[config.mk]
export PLATFORM = sky130hd
export DESIGN_NAME = mem_arbiter
export DESIGN_NICKNAME = d
export VERILOG_FILES = /design/src/rtl/cpu_pkg.sv /design/src/rtl/arb_watchdog.sv /design/src/rtl/mem_arbiter.sv
export SDC_FILE = /design/constraint.sdc
export NUM_CORES = 1
export LEC_CHECK = 0
export BUFFER_PORTS_ARGS = -buffer_cell sky130_fd_sc_hd__buf_2
export CORE_ASPECT_RATIO = 2
export CORE_MARGIN = 2
export CORE_UTILIZATION = 52
export DETAILED_ROUTE_END_ITERATION = 6
export PLACE_DENSITY = 0.89
export SETUP_SLACK_MARGIN = 0.4
export SYNTH_ARGS = -nofsm -noshare
export SYNTH_HDL_FRONTEND = slang
export SYNTH_SLANG_ARGS = --single-unit
[constraint.sdc]
create_clock -name clk -period 3.1 [get_ports clk]
set_input_delay 0.31 -clock clk [delete_from_list [all_inputs] [get_ports clk]]
set_output_delay 0.31 -clock clk [all_outputs]
set_load 0.1 [all_outputs]
[src/rtl/cpu_pkg.sv]
// ============================================================================
// cpu_pkg : CPU-wide constants plus memory-arbiter state and source types
// Revision: 1.0
// ============================================================================
`default_nettype none

package cpu_pkg;

    localparam int         c_word_w  = 32;
    localparam int         c_sel_w   = 4;
    localparam logic [3:0] c_sel_all = 4'hF;

    typedef enum logic [2:0] {
        ARB_IDLE = 3'd0,
        ARB_IRD  = 3'd1,
        ARB_DRD  = 3'd2,
        ARB_DWR  = 3'd3,
        ARB_RESP = 3'd4
    } arb_state_t;

    typedef enum logic {
        SRC_IFETCH = 1'b0,
        SRC_DATA   = 1'b1
    } arb_src_t;

    function automatic logic is_access(input arb_state_t s);
        return (s == ARB_IRD) || (s == ARB_DRD) || (s == ARB_DWR);
    endfunction

endpackage

`default_nettype wire

[src/rtl/arb_watchdog.sv]
// ============================================================================
// arb_watchdog : saturating no-ack cycle counter, flags the expiring cycle
// Revision: 1.0
// ============================================================================
`default_nettype none

module arb_watchdog #(
    parameter int TIMEOUT = 255
) (
    input  logic clk,
    input  logic rst_n,
    input  logic clr_i,
    input  logic en_i,
    output logic expired_o
);

    localparam int                 c_cnt_w  = (TIMEOUT < 1) ? 1 : $clog2(TIMEOUT + 1);
    localparam logic               c_enable = (TIMEOUT != 0);
    localparam logic [c_cnt_w-1:0] c_sat    = c_cnt_w'(TIMEOUT);
    localparam logic [c_cnt_w-1:0] c_last   = c_cnt_w'(TIMEOUT - 1);

    logic [c_cnt_w-1:0] cnt_q;
    logic [c_cnt_w-1:0] cnt_d;

    always_comb begin
        cnt_d = cnt_q;
        if (clr_i) begin
            cnt_d = '0;
        end else if (en_i && (cnt_q != c_sat)) begin
            cnt_d = cnt_q + 1'b1;
        end
    end

    always_ff @(posedge clk or negedge rst_n) begin
        if (!rst_n) begin
            cnt_q <= '0;
        end else begin
            cnt_q <= cnt_d;
        end
    end

    // Fires in the cycle whose increment would make the count reach TIMEOUT.
    assign expired_o = c_enable && en_i && (cnt_q == c_last);

endmodule

`default_nettype wire

[src/rtl/mem_arbiter.sv]
// ============================================================================
// mem_arbiter : serializes data and fetch accesses onto one memory bus,
//               data first, with registered read data and a timeout abort
// Revision: 1.0
// ============================================================================
`default_nettype none

module mem_arbiter
    import cpu_pkg::*;
#(
    parameter int ADDR_W  = 32,
    parameter int DATA_W  = 32,
    parameter int TIMEOUT = 255
) (
    input  logic              clk,
    input  logic              nRst,
    input  logic              i_ren,
    input  logic [ADDR_W-1:0] i_addr,
    output logic [DATA_W-1:0] i_rdata,
    output logic              i_hit,
    input  logic              d_ren,
    input  logic              d_wen,
    input  logic [ADDR_W-1:0] d_addr,
    input  logic [DATA_W-1:0] d_wdata,
    input  logic [3:0]        d_sel,
    output logic [DATA_W-1:0] d_rdata,
    output logic              d_hit,
    output logic              bus_ren,
    output logic              bus_wen,
    output logic [ADDR_W-1:0] bus_addr,
    output logic [DATA_W-1:0] bus_wdata,
    output logic [3:0]        bus_sel,
    input  logic [DATA_W-1:0] bus_rdata,
    input  logic              bus_ack,
    output logic              err,
    output logic              busy
);

    arb_state_t        state_q;
    arb_state_t        state_d;
    arb_src_t          src_q;
    logic [ADDR_W-1:0] addr_q;
    logic [DATA_W-1:0] wdata_q;
    logic [3:0]        sel_q;
    logic              err_q;
    logic [DATA_W-1:0] i_rdata_q;
    logic [DATA_W-1:0] d_rdata_q;

    logic w_access;
    logic w_expired;
    logic w_done;
    logic w_start;
    logic w_data_req;

    assign w_access   = is_access(state_q);
    assign w_done     = w_access && (bus_ack || w_expired);
    assign w_start    = (state_q == ARB_IDLE) && (state_d != ARB_IDLE);
    assign w_data_req = d_wen || d_ren;

    arb_watchdog #(
        .TIMEOUT (TIMEOUT)
    ) u_watchdog (
        .clk       (clk),
        .rst_n     (nRst),
        .clr_i     (!w_access),
        .en_i      (w_access && !bus_ack),
        .expired_o (w_expired)
    );

    always_ff @(posedge clk or negedge nRst) begin
        if (!nRst) begin
            state_q <= ARB_IDLE;
        end else begin
            state_q <= state_d;
        end
    end

    always_comb begin
        state_d = state_q;
        case (state_q)
            ARB_IDLE: begin
                if (d_wen) begin
                    state_d = ARB_DWR;
                end else if (d_ren) begin
                    state_d = ARB_DRD;
                end else if (i_ren) begin
                    state_d = ARB_IRD;
                end
            end
            ARB_IRD, ARB_DRD, ARB_DWR: begin
                if (bus_ack || w_expired) begin
                    state_d = ARB_RESP;
                end
            end
            ARB_RESP: state_d = ARB_IDLE;
            default:  state_d = ARB_IDLE;
        endcase
    end

    // Request fields are frozen at the IDLE exit so the bus stays stable.
    always_ff @(posedge clk or negedge nRst) begin
        if (!nRst) begin
            src_q     <= SRC_IFETCH;
            addr_q    <= '0;
            wdata_q   <= '0;
            sel_q     <= '0;
            err_q     <= 1'b0;
            i_rdata_q <= '0;
            d_rdata_q <= '0;
        end else begin
            if (w_start) begin
                src_q   <= w_data_req ? SRC_DATA : SRC_IFETCH;
                addr_q  <= w_data_req ? d_addr : i_addr;
                wdata_q <= d_wdata;
                sel_q   <= d_sel;
            end
            if (w_done) begin
                err_q <= !bus_ack;
                if (state_q == ARB_IRD) begin
                    i_rdata_q <= bus_ack ? bus_rdata : '0;
                end
                if (state_q == ARB_DRD) begin
                    d_rdata_q <= bus_ack ? bus_rdata : '0;
                end
            end
        end
    end

    always_comb begin
        bus_ren   = 1'b0;
        bus_wen   = 1'b0;
        bus_addr  = '0;
        bus_wdata = '0;
        bus_sel   = '0;
        i_hit     = 1'b0;
        d_hit     = 1'b0;
        err       = 1'b0;
        case (state_q)
            ARB_IRD: begin
                bus_ren  = 1'b1;
                bus_addr = {addr_q[ADDR_W-1:2], 2'b00};
                bus_sel  = c_sel_all;
            end
            ARB_DRD: begin
                bus_ren  = 1'b1;
                bus_addr = addr_q;
                bus_sel  = sel_q;
            end
            ARB_DWR: begin
                bus_wen   = 1'b1;
                bus_addr  = addr_q;
                bus_wdata = wdata_q;
                bus_sel   = sel_q;
            end
            ARB_RESP: begin
                i_hit = (src_q == SRC_IFETCH);
                d_hit = (src_q == SRC_DATA);
                err   = err_q;
            end
            default: ;
        endcase
    end

    assign busy    = (state_q != ARB_IDLE);
    assign i_rdata = i_rdata_q;
    assign d_rdata = d_rdata_q;

endmodule

`default_nettype wire

* Word-level counts from Yosys, hierarchy flattened
Index checks and enable logic that the tools add are counted.
W data, S select, Z words.
** Word-level totals
- Register bits :: 145
- Bits of input ports :: 138
- Output and inout port bits :: 138
- Logic and storage cells :: 54
** Cells by class
- $add $sub $neg :: 1
- Eq/ne operators :: 7
- Multiplexer cells :: 18
- Bitwise operators :: 1
- Reduce and logical (&&, ||, !) cells :: 18
** Operators with widths (count)
- $mux W32 :: 3
- $pmux W32 S2 :: 1
- $mux W8 :: 2
- $mux W3 :: 4
- $add A8 B1 Y8 const B :: 1
- $eq A8 B8 Y1 const B :: 1
- $ne A8 B8 Y1 const B :: 1
- $pmux W4 S2 :: 1
- $eq A3 B2 Y1 const B :: 2
- $mux W1 :: 6
- $pmux W3 S2 :: 1
- $reduce_bool A3 Y1 :: 2
- $logic_and A1 B1 Y1 :: 5
- $logic_or A1 B1 Y1 :: 4
- $reduce_and A2 Y1 :: 2
- $reduce_or A2 Y1 :: 2
- $eq A3 B1 Y1 const B :: 1
- $eq A3 B3 Y1 const B :: 1
- $logic_not A3 Y1 :: 1
- $reduce_or A3 Y1 :: 1
- $ne A2 B1 Y1 const B :: 1
- $logic_not A1 Y1 :: 1
- $not A1 Y1 :: 1

* Longest topological paths before layout
Gate-level depths: netlist (run 1).
- Depth in word-level cells :: 10
- Gate-level depth with buffers :: 8
- Mapped depth without buffers :: 5

* Modules after synthesis
A second synthesis (run 1) with hierarchy kept.
** Unflattened totals
- Cell total of the unflattened synthesis :: 491
- Area total of the unflattened synthesis :: 6552.5 um^2
** Modules (own cells, without submodules)
- mem_arbiter :: instances 1, cells each 440, area an instance 6052.1 um^2, seq. area each 3428.3 um^2
- arb_watchdog :: instances 1, cells each 51, area an instance 500.5 um^2, seq. area each 200.2 um^2

* Worst setup path before layout (run 1)
No wires, ideal clock.
- Path type :: reg2out
- Start point :: register state_q[2]
- End point :: output port bus_wdata[22]
- Data arrival time :: 2.653 ns
- Data required time :: 2.790 ns
- Slack :: 0.137 ns
- Stages on the path, launching flop included :: 5
- Buffers on the path :: 1
- Path through :: dfrtp_1 -> nand2b_1 -> nor2_1 -> clkbuf_1 -> and2_1
** Between the ends
- Cells in the longest elaborated chain, start to end :: 2
** Ends and longest elaborated chain
- start: declaration :: line mem_arbiter.sv:39 : arb_state_t state_q;
- start signal: assignment :: line mem_arbiter.sv:74 : state_q <= state_d;
- $eq A3 B2 Y1 :: line mem_arbiter.sv:138 : case (state_q)
- $mux W32 :: line mem_arbiter.sv:138
- end: declaration :: line mem_arbiter.sv:31 : output logic [DATA_W-1:0] bus_wdata,
Every way passes these cells.

* Worst setup path after layout (run 1)
- Start point :: register state_q[2]
- End point :: output port bus_addr[19]
** Between the ends
- Cells in the longest elaborated chain, start to end :: 3
- Elaborated cells on any way between the ends :: 5
- Classes of those cells :: eq/ne (3); mux (1); reduce/logical (1)
** Ends and longest elaborated chain
- $eq A3 B2 Y1 :: line mem_arbiter.sv:138
- $reduce_or A2 Y1 (no line)
- $pmux W32 S2 (*) :: line mem_arbiter.sv:138
- end: declaration :: line mem_arbiter.sv:30 : output logic [ADDR_W-1:0] bus_addr,
Mark *: on every way between the ends. The rest lies on a longest branch, timed or not.

==> results.md, run 1 <==
- The setup TNS is 0 ns.
- Dividing the final minimum period by the clock period gives approximately 82%.
- TritonCTS built the clock tree.
- The number of optimization iterations in the first detailed-route pass is 5.
- The routed design has about 17 mm of wire.
- Ranked by instance count, the synthesized netlist is headed by 145 x sky130_fd_sc_hd__dfrtp_1, 64 x sky130_fd_sc_hd__a32o_1, 64 x sky130_fd_sc_hd__and2_1, 45 x sky130_fd_sc_hd__nor2_1, 36 x sky130_fd_sc_hd__a21oi_1.
- The worst setup path is launched from a flip-flop.
- The number of buffer cells added on primary ports is approximately 280.
- STA puts the critical path data required time at around 2.8 ns.
- The number of sinks handled by clock tree synthesis is ~150.
- Setup repair after global routing left no endpoint under its margin.
- The area of the die is between 10000 and 15000 um^2.
- Walking the worst path, the cells encountered are o21ba_2 -> and2_1 -> buf_2.
- The first global-routing pass estimated 26.40 mm of wire.
- The share of synthesized area in the top cell type comes to between 50% and 60%.
- Measured along the x axis, the die boundary spans 83.03 um.
- The H-tree generated during clock tree synthesis spans 4 levels.
- The total of endpoints with negative setup slack in the final report is 0.
- The most common flop cell mapped by yosys is sky130_fd_sc_hd__dfrtp_1.
- The total count of hold-check failures in the final report is 0.
- In the final design database the tool counted 925 nets.
- The HPWL after detailed placement is 12.00 mm.
- Static timing analysis puts the maximum clock frequency at around 390 MHz.
- The maximum fanout along the worst path is 38.
- Detailed routing inserted a total of ~5300 vias.
- The kind of critical path is reg2out.
- The data arrival time of the critical path is 2.22 ns.
- In this run the remaining antenna-violating nets after routing total 0.
- The region available for standard cell placement spans 12200 um^2.
- The number of antenna violations at the first check in global routing is 1.
- The average wire per standard cell is between 15 and 20 um.
- The post-synthesis cell type count is 45.
- The tool flagged a number of max-cap violations equal to 0.
- The worst setup path is captured at an output port.
- The all-layer global routing usage is between 20% and 30%.
- The largest single stage delay on the critical path is about 0.68 ns.
- The flow ran to the end, and the final reports show no timing, DRC or antenna violations.
- Entering global routing, the biggest net connects 100 pins.
- The largest clock skew in the final design is 0.01168 ns.
- The post-synthesis async set-or-reset flop share is 100.0%.
- The DRC violation total after the first TritonRoute iteration is around 290.
- The mean post-synth cell area is 12.37 um^2.
- The final critical delay including setup and external delays is between 2 and 3 ns.
- The via count of the first global-routing pass is around 5600.
- The height of the die is 162.1 um.
- The gate count after technology mapping is between 500 and 600.
- The fraction of final layout cells with drive strength greater than 1 is 45.24%.
- The class of the most critical hold timing path is in2reg.
- The number of vias per cell is approximately 5.6.
- The starting utilization of the core area is ~53%.
- In the post-synthesis netlist, the biggest area contributors are sky130_fd_sc_hd__dfrtp_1 56%, sky130_fd_sc_hd__a32o_1 9.9%, sky130_fd_sc_hd__and2_1 6.2%.
- The actual transition at the worst max-transition pin is about 0.65 ns.
- In this run the cell area of the synthesized design comes to between 6000 and 7000 um^2.
- The post-cts gate resize count is 0.
- Yosys mapped a number of flops with a built-in enable equal to 0.
- The total congestion overflow after global routing is 0.
- The number of placement rows is 57.
- The most instantiated library cell after synthesis is sky130_fd_sc_hd__dfrtp_1.
- Of all cell types, the one taking the most synthesized area is sky130_fd_sc_hd__dfrtp_1.
- The clock latency reported for the late side of the worst-skew pair is roughly 0.4 ns.
- The slowest cell on the critical path is sky130_fd_sc_hd__o21ba_2.
- Clock tree synthesis inserted a total of 17 buffers.
- The max-slew violation count is 0.
- The Yosys step of the flow raised 0 warnings.
- The tightest slew margin relative to the limit is a little under three fifths.
- The weighted congestion reported at the end of routability-driven placement is 0.8086.
- The synthesis-stage register bit count is ~150.
- The clock-pin slew on the worst setup and hold paths is 0.07 ns.
- The number of primary I/O pins is 276.
- Clock tree synthesis selected as its root buffer the cell sky130_fd_sc_hd__clkbuf_16.
- When the netlist entered floorplanning its net count stood at 665.
- The deepest clock path buffer count is 2.
- Compared with the post-synthesis result, the final layout area differs by 30.71%.
- The post-detailed-route DRC marker count is 0.
- After synthesis, flip-flops and latches occupy between 50% and 60% of the total area.
==> cells by family after synthesis <==
group / after synthesis / synth area share [%]
flops: 145 / 55.87
simple gates: 133 / 10.98
compound gates: 121 / 15.12
mux: 67 / 12.16
buf+inv: 52 / 4.816
xor+xnor: 5 / 0.6742
fa+ha+maj: 2 / 0.3852
==> registers in the layout (all words and copies together), names as in the netlist <==
register and flops:
i_rdata 32, u_watchdog.cnt_q 8, src_q 1, addr_q 32, sel_q 4, d_rdata 32, state_q 3, err_q 1
wdata_q 32
==> critical path, delay by kind of cell (launching register included) <==
family	cells	cell delay, ns
flip-flops	1	0.44
AND/OR/NAND/NOR	1	0.24
buffers and inverters	1	0.43
AO/OA/AOI/OAI	1	0.68
==> per-layer routing <==
| metal | vias to the layer above | global-route usage, % | routed length (um) |
|---|---|---|---|
| met5 | - | 0 | 0 |
| li1 | 2427 | - | - |
| met4 | 0 | 11.48 | 534 |
| met2 | 257 | 44.50 | 9156 |
| met1 | 2544 | 26.86 | 6029 |
| met3 | 42 | 5.437 | 982 |
==> cells in the final DEF, fill, tap and decap left out, drive strengths merged <==
cell / netlist / routed
clkbuf: 25 / 19
clkinvlp: 0 / 2
buf: 20 / 285
and2: 64 / 64
or2: 1 / 1
a32o: 64 / 64
a21oi: 37 / 37
nand3: 2 / 2
mux2: 35 / 35
o21ba: 1 / 1
xnor2: 5 / 5
o22ai: 2 / 2
a31o: 1 / 1
clkinv: 0 / 1
a2bb2oi: 1 / 1
dlygate4sd3: 0 / 1
o41ai: 1 / 1
bufinv: 0 / 1
nand2b: 3 / 3
dfrtp: 145 / 145
ha: 2 / 2
o311ai: 1 / 1
nor2: 46 / 46
and3b: 1 / 1
nor2b: 1 / 1
nor3: 2 / 2
nand2: 6 / 6
nand3b: 1 / 1
and4: 2 / 2
nor4: 1 / 1
o21ai: 6 / 6
mux2i: 32 / 32
a31oi: 2 / 2
and3: 2 / 2
diode: 0 / 1
o21a: 3 / 3
or3: 1 / 1
inv: 7 / 16
a211oi: 2 / 2
==> cell type report <==
type,instances,area [um^2]
Clock inverter,13,140.1
Timing Repair Buffer,286,1493
Fill cell,893,3706
Antenna cell,1,2.502
Clock buffer,19,452.9
Multi-Input combinational cell,328,2562
Sequential cell,145,3628
Tap cell,147,183.9
Inverter,7,26.28
==> worst paths after layout <==
path / from / endpoint / slack [ns] / depth (start not counted)
max in group asynchronous: nRst / i_rdata[28] / 1.88 / 3
min in group asynchronous: nRst / addr_q[16] / 0.43 / 2
setup reg to reg: state_q[2] / d_rdata[24] / 0.86 / 5
setup / recovery: state_q[2] / bus_addr[19] / 0.57 / 3
hold / removal: d_wdata[21] / wdata_q[21] / 0.13 / 2
hold reg to reg: u_watchdog.cnt_q[7] / u_watchdog.cnt_q[7] / 0.48 / 1
==> metrics by stage <==
stage                     hold slack [ns]  cells  utilization, %  setup WS (ns)  area, um^2
final                              0.1271    946           69.61         0.5651        8489
after global routing               0.1097    946           69.61         0.4434        8489
after CTS                          0.1098    945           69.59         0.5438        8487
after detailed placement           0.3191    912           64.65         0.8917        7884
after global placement             0.3135    912           64.65         0.9553        7884
after floorplan                   0.01441    525               -         0.6187        6500
==> timing repair <==
| item | in CTS | in global routing |
|---|---|---|
| endpoints found under the hold margin | 59 | 0 |
| setup buffers | 0 | 0 |
| hold buffers | 1 | 0 |
Power of run 1 is not shown: default switching activity piles up to over one toggle a cycle in this logic, so the estimate is an artifact.
==> inputs of run 2 (changes only) <==
--- a/config.mk
+++ b/config.mk
@@ -8,9 +8,9 @@
 export BUFFER_PORTS_ARGS = -buffer_cell sky130_fd_sc_hd__buf_2
 export CORE_ASPECT_RATIO = 2
 export CORE_MARGIN = 2
-export CORE_UTILIZATION = 52
+export CORE_UTILIZATION = 48
 export DETAILED_ROUTE_END_ITERATION = 6
-export PLACE_DENSITY = 0.89
+export PLACE_DENSITY = 0.83
 export SETUP_SLACK_MARGIN = 0.4
 export SYNTH_ARGS = -nofsm -noshare
 export SYNTH_HDL_FRONTEND = slang
==> constraint.sdc (replaced) <==
create_clock -name clk -period 2.4 [get_ports clk]
set_input_delay 0.24 -clock clk [delete_from_list [all_inputs] [get_ports clk]]
set_output_delay 0.24 -clock clk [all_outputs]
set_load 0.1 [all_outputs]
==> results.md, run 2 (synthesis results as in run 1) <==
- Setup slack on the critical path of the routed design comes to about 0.39 ns.
- The placement-stage worst setup slack is roughly 0.4 ns.
- The first-pass GRT wire length is roughly 28 mm.
- Setup total negative slack on the finished layout was measured at 0 ns.
- In this run the standard cell core region covers between 10000 and 15000 um^2.
- The peak-usage layer in the global routing report is met2.
- The number of CTS-inserted buffers is 17.
- The number of cells on the worst reg-to-reg path is 6.
- The deepest clock path buffer count is 2.
- The tightest hold path in the finished design has a slack of around 0.052 ns.
- The number of max-cap violations is 0.
- The routed wire length is ~18 mm.
- The tightest slew margin relative to the limit is between 50% and 60%.
- The largest clock skew in the final design is ~0.013 ns.
- The remaining number of nets flagged by the antenna check after routing is 0.
- The fraction of final layout cells with drive strength greater than 1 is a little under three fifths.
- For this block, the initial DRC count from the detailed router was about 210.
- The number of placement rows is 60.
- The clock latency reported for the late side of the worst-skew pair is between 0.4 and 0.5 ns.
- After detailed routing, the number of remaining DRC violations is 0.
- Using the TritonRoute via totals, the vias-per-cell ratio works out to approximately 5.5.
- The clock-pin slew on the worst setup and hold paths is ~0.060 ns.
- The number of optimization iterations in the first detailed-route pass is 4.
- For met2 alone, demand over resource in global routing was between 40 and 50%.
- In the final routed layout, each cell accounts on average for 18.64 um.
- In this run the count of I/O pins placed on the die edge is 276.
- Excluding fillers, the count of instances in the completed layout stands at between 900 and 1000.
- The number of antenna violations at the first check in global routing is 0.
- The class of the most critical hold timing path is in2reg.
- The max-slew violation count is 0.
- In this run the worst setup path begins at state_q[2].
- The via count of the first global-routing pass is between 5000 and 6000.
- The number of nets in the final layout is about 950.
- The worst register-to-register path ends at wdata_q[0].
- The cell sitting at the root of the clock tree is a sky130_fd_sc_hd__clkbuf_16.
- Relative to the synthesized area, the layout overhead comes to 49.87%.
- By startpoint and endpoint, the worst setup path is classified as reg2out.
- The total count of hold-check failures in the final report is 0.
- The die is around 86 um wide.
- The global routing usage on met1 is around 26%.
- Detailed placement ended at an HPWL of approximately 12 mm.
- The maximum fanout along the worst path is 8.
- The height of the die is 168.5 um.
- The starting utilization of the core area is between 40% and 50%.
- The flow ran to the end, and the final reports show no timing, DRC or antenna violations.
- TritonCTS built the clock tree.
- The most common library cell in the layout ignoring fill and taps is sky130_fd_sc_hd__buf_2.
- In this run the worst setup path terminates at bus_wdata[16].
- Across all register-to-register paths, the minimum setup slack is roughly 0.45 ns.
- The number of buffer cells added on primary ports is ~280.
- The actual transition at the worst max-transition pin is ~0.67 ns.
- The category of the worst setup path capture point is an output port.
- Setup repair after global routing could not meet its margin everywhere.
- The worst path required time is about 2.2 ns.
- The number of diodes is 0.
- The total of endpoints with negative setup slack in the final report is 0.
- The met3 layer usage reported by global route is about 6.5%.
- The pin count of the biggest net entering global routing is 66.
- The worst path uses between 80% and 90% of the clock period.
- Leaving out fill and tap cells, the most frequent cells in the layout are 201 x sky130_fd_sc_hd__buf_2, 142 x sky130_fd_sc_hd__dfrtp_1, 64 x sky130_fd_sc_hd__a32o_1.
- At the end of routability-driven placement, the weighted congestion stood at around 0.82.
- Data arrives at the worst endpoint at 1.77 ns.
- For the finished layout, the period the worst path requires is ~2 ns.
- The all-layer global routing usage is roughly 24%.
- The startpoint of the worst register-to-register path is state_q[2].
- Counting tap cells, the placed design contains a total of a little over 900 instances.
- The area of the die is between 10000 and 15000 um^2.
- The critical path startpoint category is a flip-flop.
- CTS saw between 100 and 150 sinks.
- Derived from the worst setup path, the maximum achievable clock frequency is ~500 MHz.
- The total congestion overflow after global routing is 0.
- The H-tree depth is 4.
- The detailed-route via count is between 5000 and 6000.
==> run 2: cell count changes in the layout (fill, tap and decap cells not counted), sizes merged <==
cell / before / now
diode: 1 / 0
clkbuf: 19 / 23
inv: 16 / 15
o21ba: 1 / 2
bufinv: 1 / 4
buf: 285 / 300
==> run 2: how the worst min path moves through the flow <==
| stage | startpoint | endpoint | slack [ns] | cells after the start |
|---|---|---|---|---|
| 3_3_place_gp | nRst | i_rdata[6] | 0.26 | 1 |
| 6_report | d_sel[3] | sel_q[3] | 0.05 | 3 |
| 5_1_grt | d_wdata[17] | wdata_q[17] | 0.04 | 2 |
| 3_5_place_dp | nRst | i_rdata[6] | 0.27 | 1 |
| 2_1_floorplan | nRst | addr_q[0] | -0.06 | 0 |
| 4_1_cts | d_sel[3] | sel_q[3] | 0.04 | 3 |
==> run 2: final cells by class <==
class	instances	area, um^2
clock buffer	17	425.4
clock inverter	15	219.0
timing repair buffer	307	2509
multi-input combinational	329	2729
fill	896	3628
inverter	7	26.28
sequential	145	3632
tap	155	193.9
==> run 2: metrics by stage <==
stage	area (um^2)	utilization [%]
after detailed placement	8519	63.75
after CTS	9550	71.47
after floorplan	6593	-
after global placement	8519	63.75
final	9734	72.85
after global routing	9734	72.85
==> run 2: layer usage <==
| metal | vias up | part of all wire (%) |
|---|---|---|
| li1 | 2481 | - |
| met1 | 2639 | 36 |
| met2 | 237 | 55 |
| met3 | 49 | 5.9 |
| met4 | 0 | 3.6 |
| met5 | - | 0 |
==> run 2: worst max-delay path: stages, from the launching register on <==
cell                        delay [ns]
sky130_fd_sc_hd__dfrtp_2          0.44
sky130_fd_sc_hd__nand2b_4         0.17
sky130_fd_sc_hd__nor2_4           0.10
sky130_fd_sc_hd__buf_12           0.15
sky130_fd_sc_hd__clkbuf_16        0.16
sky130_fd_sc_hd__and2_2           0.16
sky130_fd_sc_hd__buf_12           0.17
==> run 2: repair_timing <==
action | CTS | global route
setup buffers | 9 | 4
resized for setup | 80 | 32
cloned | 4 | 3
hold buffers | 1 | 0
pin swaps | 1 | 16
hold endpoints to repair | 61 | 0
setup endpoints to repair | 111 | 107
Power of run 2 is left out for the same reason.
==> inputs of run 3 (changes only) <==
--- a/config.mk
+++ b/config.mk
@@ -5,12 +5,13 @@
 export SDC_FILE = /design/constraint.sdc
 export NUM_CORES = 1
 export LEC_CHECK = 0
+export ABC_AREA = 1
 export BUFFER_PORTS_ARGS = -buffer_cell sky130_fd_sc_hd__buf_2
 export CORE_ASPECT_RATIO = 2
 export CORE_MARGIN = 2
-export CORE_UTILIZATION = 48
+export CORE_UTILIZATION = 44
 export DETAILED_ROUTE_END_ITERATION = 6
-export PLACE_DENSITY = 0.83
+export PLACE_DENSITY = 0.8
 export SETUP_SLACK_MARGIN = 0.4
 export SYNTH_ARGS = -nofsm -noshare
 export SYNTH_HDL_FRONTEND = slang
==> constraint.sdc (replaced) <==
create_clock -name clk -period 1.65 [get_ports clk]
set_input_delay 0.165 -clock clk [delete_from_list [all_inputs] [get_ports clk]]
set_output_delay 0.165 -clock clk [all_outputs]
set_load 0.1 [all_outputs]
==> results.md, run 3 <==
- In the final routed layout, each cell accounts on average for 23.38 um.
- The mean post-synth cell area is roughly 7.6 um^2.
- TritonCTS built the clock tree.
- The number of antenna violations at the first check in global routing came to 1.
- The launching instance or port of the critical path is state_q[0].
- The post-synthesis cell type count is 27.
- Port buffering added ~280 buffers.
- Buffers inserted during clock tree synthesis total 17.
- The detailed-route via count is between 8000 and 9000.
- The max-slew violation count is 0.
- The maximum fanout along the worst path is 7.
- The via count of the first global-routing pass is 7685.
- The number of fill cells in the layout is just under 600.
- The number of warnings printed during yosys synthesis is 0.
- The number of cells on the worst reg-to-reg path is 12.
- The clock tree root driver cell is sky130_fd_sc_hd__clkbuf_16.
- The clock-pin slew on the worst setup and hold paths is around 0.080 ns.
- The worst setup slack after layout is -0.4565 ns.
- The repair_antennas step left the layout with diodes totalling 0.
- Cells with a size suffix above 1 make up about half of the layout.
- Across the routed clock network, the largest skew measured is between 0.015 and 0.02 ns.
- After floorplanning, the core was sized to cover 15130 um^2.
- The category of the worst setup path capture point is a flip-flop.
- The first TritonRoute pass finished after 6 iterations.
- The total overflow left after global routing is 0.
- STA puts the critical path data required time at ~1.9 ns.
- The H-tree was split into 4 levels.
- The number of sinks handled by clock tree synthesis is approximately 150.
- The total of endpoints with negative setup slack in the final report is 213.
- The xor and xnor area share after synthesis is less than 1%.
- In the routed layout, each cell is associated on average with a via count of roughly 5.8.
- Compared with the post-synthesis result, the final layout area differs by 98.23%.
- The die is between 150 and 200 um tall.
- For this block, the routed nets add up to between 30 and 40 mm of wire.
- Summed over its instances, the top area cell type makes up between 50% and 60% of the synthesized netlist area.
- The die is 91.45 um wide.
- The deepest clock path buffer count is 2.
- The cell taking the most area after synthesis is sky130_fd_sc_hd__dfrtp_1.
- The remaining number of nets flagged by the antenna check after routing is 0.
- The run finished, with violations left.
- The HPWL after detailed placement is roughly 15 mm.
- The number of max-cap violations is 0.
- After synthesis, the share of flip-flops with an asynchronous set or reset is 100.0%.
- The portion of synthesized area spent on multiplexers is 0%.
- In this run the critical register-to-register path is captured at wdata_q[22].
- Global routing consumed, over all layers together, 30.87% of the routing resources.
- The number of nets in the final layout is 1408.
- By count the netlist is led by 352 x sky130_fd_sc_hd__nand2_1, 145 x sky130_fd_sc_hd__dfrtp_1, 90 x sky130_fd_sc_hd__nor2_1, 80 x sky130_fd_sc_hd__inv_1, 72 x sky130_fd_sc_hd__nand3_1.
- After synthesis, the largest family of logic cells by area is simple AND/OR/NAND/NOR gates.
- Synthesis produced a netlist with a net count of 1030.
- Data arrives at the worst endpoint at between 2 and 2.5 ns.
- Sorting the synthesized cells by area gives the leading types as sky130_fd_sc_hd__dfrtp_1 54%, sky130_fd_sc_hd__nand2_1 20%, sky130_fd_sc_hd__nand3_1 5.4%.
- The end point of the critical path is wdata_q[22].
- The critical path startpoint category is a flip-flop.
- Headroom to the max-slew limit came out at slightly above 60%.
- The gate count after technology mapping is a little under 900.
- The total count of hold-check failures in the final report is 0.
- Yosys mapped a number of flops with a built-in enable equal to 0.
- The post-detailed-route DRC marker count is 0.
- After Yosys synthesis, full adders, half adders and majority gates account for 0.3719% of the synthesized area.
- Once the floorplan was initialized, standard cells occupied between 40 and 50% of the core.
- Setup repair after global routing could not meet its margin everywhere.
- The actual transition at the worst max-transition pin is ~0.6 ns.
- Sequential elements use 53.92% of the synthesized area.
- The final reports fail on setup timing.
- The area of the die is about 16000 um^2.
- The first-pass GRT wire length is a little under 40 mm.
- After floorplanning, the core was divided into 64 placement rows.
- Summing every instance area after synthesis gives around 6700 um^2.
- In this run the count of I/O pins placed on the die edge is 276.
- For this run, the leading register cell type out of synthesis is sky130_fd_sc_hd__dfrtp_1.
- The synthesis-stage register bit count is ~150.
- Static timing analysis puts the maximum clock frequency at between 400 and 500 MHz.
- The most instantiated library cell after synthesis is sky130_fd_sc_hd__nand2_1.
- In this run the critical register-to-register path is launched from state_q[0].
- Cells fill about nine tenths of the core in the end.
- The final period utilization is 127.7%.
- Summing the areas of all compound-gate instances in the mapped netlist gives between 6 and 7% of the synthesized area.
- In this run the register-to-register setup slack is -0.46 ns.
- Entering global routing, the biggest net connects 65 pins.
- The library cell used most frequently in the layout, excluding fill and tap cells, is sky130_fd_sc_hd__nand2_1.
- The worst setup path is of the reg2reg kind.
- The clock latency reported for the late side of the worst-skew pair is roughly 0.43 ns.
- The final critical delay including setup and external delays is 2.106 ns.
- In this run, the number of DRC markers left after iteration 0 of detailed routing was about 840.
- The weighted congestion reported at the end of routability-driven placement is between 0.8 and 0.9.
- The library cells used most frequently in the layout, excluding fill and tap cells, are 297 x sky130_fd_sc_hd__nand2_1, 144 x sky130_fd_sc_hd__dfrtp_1, 141 x sky130_fd_sc_hd__buf_2.
- The path class of the tightest hold or removal check is in2reg.
- Of the total synthesized cell area, the portion taken by AND, OR, NAND and NOR gates is 31.50%.
## run 3: cells by family (layout without fill, tap and decap cells)
logic type	Yosys count	in the layout
and+or+nand+nor	530	531
DFF	145	145
AOI/OAI and AO/OA	79	79
buffers and inverters	133	523
adders and majority gates	2	2
xor gates and xnor gates	1	1
## run 3: layer usage
layer  track usage [%]  vias to the layer above  part of all wire (%)
li1                  -                     3518                     -
met1             35.30                     4079                    31
met2             54.75                      764                    51
met3             7.902                      241                   9.5
met4             12.18                        2                   8.3
met5                 0                        -                 0.038
## run 3: layout make-up
cell class                 instances  area, um^2  share of cell area (%)
sequential                       145        3630                   27.21
timing repair inverter             1       6.256                 0.04690
inverter                          82       322.8                   2.420
clock inverter                    15       190.2                   1.426
clock buffer                      17       425.4                   3.189
timing repair buffer             408        4636                   34.75
tap                              198       247.7                   1.857
multi-input combinational        613        3881                   29.10
## run 3: what timing repair did
action                     4_1_cts  5_1_grt
gates cloned                     9       10
gates resized for setup         69      347
pin swaps                       26       58
hold buffers                    29        0
hold endpoints to repair        73        0
buffers inserted                25       18
setup endpoints to repair      281      283
## run 3: through the flow
step                      cell area, um^2  cells  hold WS [ns]  setup TNS, ns  setup slack (ns)
after CTS                           11910   1451     0.0006413         -26.55           -0.2550
final                               13340   1479      0.002622         -60.03           -0.4565
after global routing                13340   1479     -0.003777         -64.56           -0.4427
after detailed placement            10270   1356        0.1441         -2.341          -0.05664
after floorplan                      7501    890       -0.1306         -37.50           -0.4988
after global placement              10270   1356        0.1422      -0.001211         -0.001211
## run 3: worst min-delay path by stage
| stage | to | startpoint | slack [ns] | depth (start not counted) |
|---|---|---|---|---|
| floorplan | addr_q[0] | nRst | -0.13 | 0 |
| global placement | wdata_q[3] | nRst | 0.14 | 1 |
| detailed placement | wdata_q[1] | nRst | 0.14 | 1 |
| CTS | sel_q[3] | d_sel[3] | 0.0006 | 3 |
| global route | wdata_q[5] | d_wdata[5] | -0.004 | 3 |
| finish | wdata_q[5] | d_wdata[5] | 0.003 | 3 |
## run 3: critical path: stages (launching register included)
cell                        delay, ns
sky130_fd_sc_hd__dfrtp_2         0.47
sky130_fd_sc_hd__inv_2           0.12
sky130_fd_sc_hd__nand2_4         0.11
sky130_fd_sc_hd__nor2_4          0.22
sky130_fd_sc_hd__buf_4           0.15
sky130_fd_sc_hd__o21ai_2         0.06
sky130_fd_sc_hd__nand2_2         0.11
sky130_fd_sc_hd__o21bai_4        0.09
sky130_fd_sc_hd__buf_4           0.14
sky130_fd_sc_hd__buf_6           0.13
sky130_fd_sc_hd__clkbuf_16       0.16
sky130_fd_sc_hd__nand2_1         0.09
sky130_fd_sc_hd__nand2_1         0.11
Power of run 3 is left out for the same reason.
